### src/rtl/key_schedule.sv
// Iterative AES-128 key expansion: emits round keys 0..NUM_ROUNDS one per
// rk_valid/rk_ready handshake, deriving each key on the fly from the previous one.
module key_schedule #(
  parameter int unsigned NUM_ROUNDS = 10
) (
  input  logic         clk,
  input  logic         rst_n,
  input  logic         start,
  input  logic [127:0] key_in,
  input  logic         rk_ready,
  output logic [127:0] round_key,
  output logic [3:0]   round_idx,
  output logic         rk_valid,
  output logic         busy,
  output logic         done
);

  typedef enum logic {IDLE, RUN} state_t;

  localparam logic [3:0] LAST_IDX = 4'(NUM_ROUNDS);

  localparam logic [0:255][7:0] SBOX = {
    8'h63, 8'h7c, 8'h77, 8'h7b, 8'hf2, 8'h6b, 8'h6f, 8'hc5, 8'h30, 8'h01, 8'h67, 8'h2b, 8'hfe, 8'hd7, 8'hab, 8'h76,
    8'hca, 8'h82, 8'hc9, 8'h7d, 8'hfa, 8'h59, 8'h47, 8'hf0, 8'had, 8'hd4, 8'ha2, 8'haf, 8'h9c, 8'ha4, 8'h72, 8'hc0,
    8'hb7, 8'hfd, 8'h93, 8'h26, 8'h36, 8'h3f, 8'hf7, 8'hcc, 8'h34, 8'ha5, 8'he5, 8'hf1, 8'h71, 8'hd8, 8'h31, 8'h15,
    8'h04, 8'hc7, 8'h23, 8'hc3, 8'h18, 8'h96, 8'h05, 8'h9a, 8'h07, 8'h12, 8'h80, 8'he2, 8'heb, 8'h27, 8'hb2, 8'h75,
    8'h09, 8'h83, 8'h2c, 8'h1a, 8'h1b, 8'h6e, 8'h5a, 8'ha0, 8'h52, 8'h3b, 8'hd6, 8'hb3, 8'h29, 8'he3, 8'h2f, 8'h84,
    8'h53, 8'hd1, 8'h00, 8'hed, 8'h20, 8'hfc, 8'hb1, 8'h5b, 8'h6a, 8'hcb, 8'hbe, 8'h39, 8'h4a, 8'h4c, 8'h58, 8'hcf,
    8'hd0, 8'hef, 8'haa, 8'hfb, 8'h43, 8'h4d, 8'h33, 8'h85, 8'h45, 8'hf9, 8'h02, 8'h7f, 8'h50, 8'h3c, 8'h9f, 8'ha8,
    8'h51, 8'ha3, 8'h40, 8'h8f, 8'h92, 8'h9d, 8'h38, 8'hf5, 8'hbc, 8'hb6, 8'hda, 8'h21, 8'h10, 8'hff, 8'hf3, 8'hd2,
    8'hcd, 8'h0c, 8'h13, 8'hec, 8'h5f, 8'h97, 8'h44, 8'h17, 8'hc4, 8'ha7, 8'h7e, 8'h3d, 8'h64, 8'h5d, 8'h19, 8'h73,
    8'h60, 8'h81, 8'h4f, 8'hdc, 8'h22, 8'h2a, 8'h90, 8'h88, 8'h46, 8'hee, 8'hb8, 8'h14, 8'hde, 8'h5e, 8'h0b, 8'hdb,
    8'he0, 8'h32, 8'h3a, 8'h0a, 8'h49, 8'h06, 8'h24, 8'h5c, 8'hc2, 8'hd3, 8'hac, 8'h62, 8'h91, 8'h95, 8'he4, 8'h79,
    8'he7, 8'hc8, 8'h37, 8'h6d, 8'h8d, 8'hd5, 8'h4e, 8'ha9, 8'h6c, 8'h56, 8'hf4, 8'hea, 8'h65, 8'h7a, 8'hae, 8'h08,
    8'hba, 8'h78, 8'h25, 8'h2e, 8'h1c, 8'ha6, 8'hb4, 8'hc6, 8'he8, 8'hdd, 8'h74, 8'h1f, 8'h4b, 8'hbd, 8'h8b, 8'h8a,
    8'h70, 8'h3e, 8'hb5, 8'h66, 8'h48, 8'h03, 8'hf6, 8'h0e, 8'h61, 8'h35, 8'h57, 8'hb9, 8'h86, 8'hc1, 8'h1d, 8'h9e,
    8'he1, 8'hf8, 8'h98, 8'h11, 8'h69, 8'hd9, 8'h8e, 8'h94, 8'h9b, 8'h1e, 8'h87, 8'he9, 8'hce, 8'h55, 8'h28, 8'hdf,
    8'h8c, 8'ha1, 8'h89, 8'h0d, 8'hbf, 8'he6, 8'h42, 8'h68, 8'h41, 8'h99, 8'h2d, 8'h0f, 8'hb0, 8'h54, 8'hbb, 8'h16
  };

  function automatic logic [7:0] sbox(input logic [7:0] b);
    return SBOX[b];
  endfunction

  state_t       state, state_next;
  logic [127:0] key_next;
  logic [3:0]   idx_next;
  logic         valid_next, busy_next, done_next;
  logic [7:0]   rcon, rcon_next, rcon_xt;
  logic [31:0]  w0, w1, w2, w3, rot, sub, temp, n0, n1, n2, n3;
  logic         hs, last;

  assign w0   = round_key[127:96];
  assign w1   = round_key[95:64];
  assign w2   = round_key[63:32];
  assign w3   = round_key[31:0];
  assign rot  = {w3[23:0], w3[31:24]};
  assign sub  = {sbox(rot[31:24]), sbox(rot[23:16]), sbox(rot[15:8]), sbox(rot[7:0])};
  assign temp = sub ^ {rcon, 24'h0};
  assign n0   = w0 ^ temp;
  assign n1   = w1 ^ n0;
  assign n2   = w2 ^ n1;
  assign n3   = w3 ^ n2;

  assign rcon_xt = {rcon[6:0], 1'b0} ^ (rcon[7] ? 8'h1b : 8'h00);
  assign hs      = rk_valid & rk_ready;
  assign last    = (round_idx == LAST_IDX);

  always_comb begin
    state_next = state;
    key_next   = round_key;
    idx_next   = round_idx;
    valid_next = rk_valid;
    busy_next  = busy;
    done_next  = 1'b0;
    rcon_next  = rcon;
    case (state)
      IDLE: begin
        if (start) begin
          state_next = RUN;
          key_next   = key_in;
          idx_next   = '0;
          rcon_next  = 8'h01;
          valid_next = 1'b1;
          busy_next  = 1'b1;
        end
      end
      RUN: begin
        // Final key leaves round_key/round_idx untouched so the consumer can still read them.
        if (hs) begin
          if (last) begin
            state_next = IDLE;
            valid_next = 1'b0;
            busy_next  = 1'b0;
            done_next  = 1'b1;
          end else begin
            key_next  = {n0, n1, n2, n3};
            idx_next  = round_idx + 4'd1;
            rcon_next = rcon_xt;
          end
        end
      end
      default: state_next = IDLE;
    endcase
  end

  always_ff @(posedge clk) begin
    if (!rst_n) begin
      state     <= IDLE;
      round_key <= '0;
      round_idx <= '0;
      rk_valid  <= 1'b0;
      busy      <= 1'b0;
      done      <= 1'b0;
      rcon      <= 8'h01;
    end else begin
      state     <= state_next;
      round_key <= key_next;
      round_idx <= idx_next;
      rk_valid  <= valid_next;
      busy      <= busy_next;
      done      <= done_next;
      rcon      <= rcon_next;
    end
  end

endmodule

### config.mk
export PLATFORM = sky130hd
export DESIGN_NAME = key_schedule
export DESIGN_NICKNAME = d
export VERILOG_FILES = /design/src/rtl/key_schedule.sv
export SDC_FILE = /design/constraint.sdc
export NUM_CORES = 1
export LEC_CHECK = 0
export CAP_MARGIN = 20
export CORE_MARGIN = 3
export CORE_UTILIZATION = 30
export DETAILED_ROUTE_END_ITERATION = 10
export GPL_TIMING_DRIVEN = 0
export HOLD_SLACK_MARGIN = 0.02
export PLACE_DENSITY_LB_ADDON = 0.12
export SYNTH_ARGS = -nofsm -noshare
export SYNTH_HDL_FRONTEND = slang
export SYNTH_SLANG_ARGS = --single-unit
### constraint.sdc
create_clock -name clk -period 4.8 [get_ports clk]
set_clock_uncertainty 0.15 [all_clocks]
set_input_delay 0.96 -clock clk [delete_from_list [all_inputs] [get_ports clk]]
set_output_delay 0.96 -clock clk [all_outputs]
set_load 0.005 [all_outputs]
**Word-level counts from Yosys, hierarchy flattened**

Memory sizes are Yosys's and may differ from the RTL's.
Cells that the tools add are included.

- Memories kept: 4
- Register bits after elaboration: 143
- Input port bits: 132
- Bits in read-only memories: 8192
- Word-level logic and storage cells: 65
- Output and inout bits: 135

Memories:

| name | words | width | rd ports | clocked after Yosys merged registers in | wr ports | RTL line | text |
|---|---|---|---|---|---|---|---|
| (name not given) | 256 | 8 | 1 | 0 | 0 | 42 | `return SBOX[b];` |
| (name not given) | 256 | 8 | 1 | 0 | 0 | 42 |  |
| (name not given) | 256 | 8 | 1 | 0 | 0 | 42 |  |
| (name not given) | 256 | 8 | 1 | 0 | 0 | 42 |  |

- Multiplexer cells: 30
- $add $sub $neg: 1
- Order comparisons: 4
- Eq/ne operators: 5
- Bitwise logic cells: 12
- Reductions and logical operators: 3

Operators with widths:

| kind | count |
|---|---|
| $mux 128 | 3 |
| $pmux 128 s2 | 1 |
| $xor 32x32->32 | 5 |
| $mux 8 | 11 |
| $ge 9x9->1 const B | 4 |
| $not 8->9 | 4 |
| $pmux 8 s2 | 1 |
| $mux 4 | 3 |
| $reduce_and 3->1 | 3 |
| $pmux 4 s2 | 1 |
| $xor 8x5->8 | 1 |
| $mux 1 | 7 |
| $mux 5 | 1 |
| $add 4x1->4 const B | 1 |
| $eq 4x4->1 const B | 1 |
| $ne 2x1->1 const B | 2 |
| $ne 2x2->1 const B | 2 |
| $pmux 1 s2 | 2 |
| $and 1x1->1 | 1 |
| $not 1->1 | 1 |

**Depth between registers and ports, before layout**

- Depth in word-level cells: 12
- Mapped depth: 15
- Mapped depth without buffers: 11

**Least setup slack after synthesis**

OpenSTA, ideal clock, no wires.

- Path kind: reg2reg
- Start point: reg round_key[16]
- End point: reg round_key[31]
- Slack: 896 ps
- Library setup time: 112 ps
- Arrival: 3642 ps
- Stages on the path, launching flop included: 14
- Required time: 4538 ps
- Period minus slack after synthesis: 3904 ps
- Path buffers: 2
- Path through: dfxtp_1 -> buf_2 -> inv_1 -> ha_1 -> nor2b_1 -> buf_2 -> nor2_1 -> mux4_2 -> a21o_1 -> mux4_2 -> xnor2_2 -> xnor3_1 -> mux2i_1 -> a2111oi_1

- Longest elaborated chain between the ends: 12

RTL lines:

| what | RTL line | text |
|---|---|---|
| start: declaration | 11 | `output logic [127:0] round_key,` |
| start signal: assignment | 118 | `round_key <= key_next;` |
| $not 8->9 (implied by the code) | 42 |  |
| $mem_v2 256x8 | -- |  |
| $mux 8 (implied by the code) (2 in series) | 42 |  |
| $xor 32x32->32 | 59 | `assign temp = sub ^ {rcon, 24'h0};` |
| $xor 32x32->32 | 60 | `assign n0 = w0 ^ temp;` |
| $xor 32x32->32 | 61 | `assign n1 = w1 ^ n0;` |
| $xor 32x32->32 | 62 | `assign n2 = w2 ^ n1;` |
| $xor 32x32->32 | 63 | `assign n3 = w3 ^ n2;` |
| $mux 128 | 91 | `if (last) begin` |
| $mux 128 | 90 | `if (hs) begin` |
| $pmux 128 s2 | 77 | `case (state)` |

Every way passes these cells. The select of a mux whose other input is x is not followed.
A chain may end at the register's enable or synchronous reset.

**Final worst setup path**

- Start point: reg round_key[16]
- End point: reg round_key[27]

The elaborated chain is that of the path after synthesis.

==> run summary <==
CP peak stage delay: 0.50 ns
CTS Hold Bufs: 0
H-Tree Level Count: 4
CP Capture Type: flop
Top Ports: 267
gr ovfl total: 0
Final ANT Viol Nets: 0
Tcrit/Tclk final: 103%
# port buffers: 266
sequential fraction of the synthesis area: 12.2%
vias: 31958
Post-Layout Cell Count: 4624
Hold Violations, Final: 0
Die ar.: 81400 µm²
core area: 76600 µm²
Post-Route WL: 171000 µm
routed len/inst: 37.0 µm
post-synth cell types: 114
final setup fails: 1
Post-DP HPWL: 129000 µm
P_leak: 9.84 nW
Setup TNS: -0.121 ns
vias in the first global route: 30169
Die Ht: 285 µm
async set or reset register ratio after synthesis: 0%
GP Congestion: 1.07
Netlist Area Pre-Place: 23400 µm²
slew at the pin closest to its max-slew limit: 1.13 ns
largest net degree at the start of global routing: 17
total track usage: 40.2%
cells along the critical path: buf_4 -> clkinvlp_4 -> ha_1 -> clkbuf_1 -> nand2_2 -> nand2_1 -> mux4_2 -> mux4_2 -> a22oi_2 -> xnor2_2 -> xnor2_2 -> a21oi_1 -> o32ai_2
Clock transition at path regs: 0.08 ns
clk sinks: 143
number of synthesized flops with an enable pin: 0
Remaining DRCs: 0
share of cells above drive strength 1: 12.2%
Syn. warnings: 0
Max Slew Vio Count: 0
syn avg cell area: 7.11 µm²
maximum clock frequency: 203 MHz
slew margin rel.: 24.1%
clock root cell: clkbuf_16
Storage cell area: 2880 µm²
CTS tree: built
Max VDD drop: 219 µV
RSZ-0062 raised after global routing: no
Max-Cap Viols: 0
area grow syn2layout: 21.1%
Pwr Density: 352 nW/µm²
Worst setup SP type: flop
nets@finish: 3774
Starting DRT DRC Count: 5301
Syn Inst Count: 3289
synthesized net count: 3483
failing checks: setup timing
clk_lat worst skew: 0.49 ns
fill count: 8507
setup slack after layout: -0.121 ns
WS Path Type: flop to flop
FP Rows: 101
Placed Cells incl. Taps: 4586
first-pass GRT wire length: 238000 µm
prevailing post-synth register cell: dfxtp_1
initial core utilization: 30.5%
die width: 285 µm
cts bufs inserted: 17
minimum setup slack after placement: -0.978 ns
Tmin final: 4.92 ns
total chip power: 9.98 mW
area of the multi-input gates: 18700 µm²
Critical Path RT: 4.99 ns
crit path DAT: 5.11 ns
Hold WS: 0.347 ns
first drt pass iteration count: 7
via/cell ratio: 6.91
outcome: finished, violations left
antenna violations before repair: 4
CTS Buffer Depth: 2
Synth Register Bits: 143
worst hold path type: flop to flop
Worst path slowest cell: dfxtp_4
maximum fanout along the worst path: 13
## stage by stage
step                util (%)  instance area, µm²
floorplan                  -               23400
global placement        35.7               27300
detailed placement      35.7               27300
CTS                     36.7               28100
global route            37.0               28300
finish                  37.0               28300
## synth_stat cells (all sizes together), types with 62 or more instances
cell type	n	area [µm²]
dfxtp	143	2860
nand2b	98	616
clkbuf	216	812
nor2	209	792
ha	62	776
buf	178	1060
a31oi	98	632
nor3	122	611
nand3	133	666
o21ai	249	1250
xnor2	88	887
a21oi	254	1270
nand2	275	1040
nor2b	97	607
## cell type report
cell class / count / share of cell area [%]
Clock inverter: 14 / 0.640
Tap cell: 1030 / 4.55
Multi-Input combinational cell: 2703 / 65.9
Timing Repair Buffer: 279 / 9.87
Clock buffer: 18 / 1.51
Sequential cell: 143 / 10.2
Buffer: 387 / 6.58
Antenna cell: 1 / 0.00883
Inverter: 49 / 0.720
## power by group
part | total, mW | internal [mW] | switching [mW]
combinational | 6.91 | 2.47 | 4.44
sequential | 1.59 | 1.31 | 0.280
clock | 1.48 | 0.828 | 0.655
## placed cells by master (no fill, tap or decap), types with 43 or more instances in the layout
cell / synthesis / final
nand2b_1: 97 / 95
clkdlybuf4s50_1: 0 / 266
nand2_1: 273 / 272
a21oi_1: 254 / 254
ha_1: 62 / 61
mux2i_1: 46 / 45
a31oi_1: 95 / 95
dfxtp_1: 143 / 136
o211ai_1: 43 / 43
nor2_1: 206 / 205
a211oi_1: 58 / 57
mux4_2: 61 / 61
nand3_1: 133 / 133
nor3_1: 122 / 122
o21ai_0: 245 / 244
xnor2_1: 74 / 70
nor2b_1: 97 / 94
buf_2: 104 / 104
clkbuf_1: 215 / 198
## logic make-up (layout without fill, tap and decap cells)
logic type,after synthesis,in the layout,share of synthesized area [%]
and+or+nand+nor,1184,1184,25.9
muxes,139,139,9.42
adders and majority gates,65,65,3.44
DFF,143,143,12.2
xor gates and xnor gates,134,134,5.84
buffers and inverters,443,747,8.78
AOI/OAI and AO/OA,1181,1181,34.4
other,0,1,0
## path summary, 6_finish.rpt
| check | cells after the start | from | slack (ns) | to |
|---|---|---|---|---|
| max | 13 | round_key[16] | -0.12 | round_key[27] |
| min | 2 | rcon[6] | 0.35 | rcon[7] |
| max reg2reg | 13 | round_key[16] | -0.12 | round_key[27] |
| min reg2reg | 2 | rcon[6] | 0.35 | rcon[7] |
## registers in the layout, summed over array words and instances, names as in the netlist
name / cells
state: 1
busy: 1
round_key: 128
done: 1
rcon: 8
round_idx: 4
## what timing repair did
| item | 4_1_cts | 5_1_grt |
|---|---|---|
| setup endpoints to repair | 109 | 58 |
| buffers inserted | 3 | 9 |
| gates cloned | 0 | 0 |
| resized for setup | 42 | 39 |
| pin swaps | 0 | 4 |
## routing by layer
metal	routed length, µm	part of all wire (%)	GRT usage (%)	up-vias
met5	23	0.013	0	-
met3	22000	13	12.4	755
met1	65200	38	51.0	15324
met4	12900	7.6	23.6	4
met2	71200	42	59.9	2881
li1	-	-	-	12994
## worst max-delay path, delay by kind of cell (launching register included)
family          cells  cell delay [ns]
compound gates      3             1.01
mux                 2             0.94
buf+inv             3             0.87
xor+xnor            2             0.58
flops               1             0.50
simple gates        2             0.42
fa+ha+maj           1             0.28
Note: power is estimated with default switching activity, not from simulation.
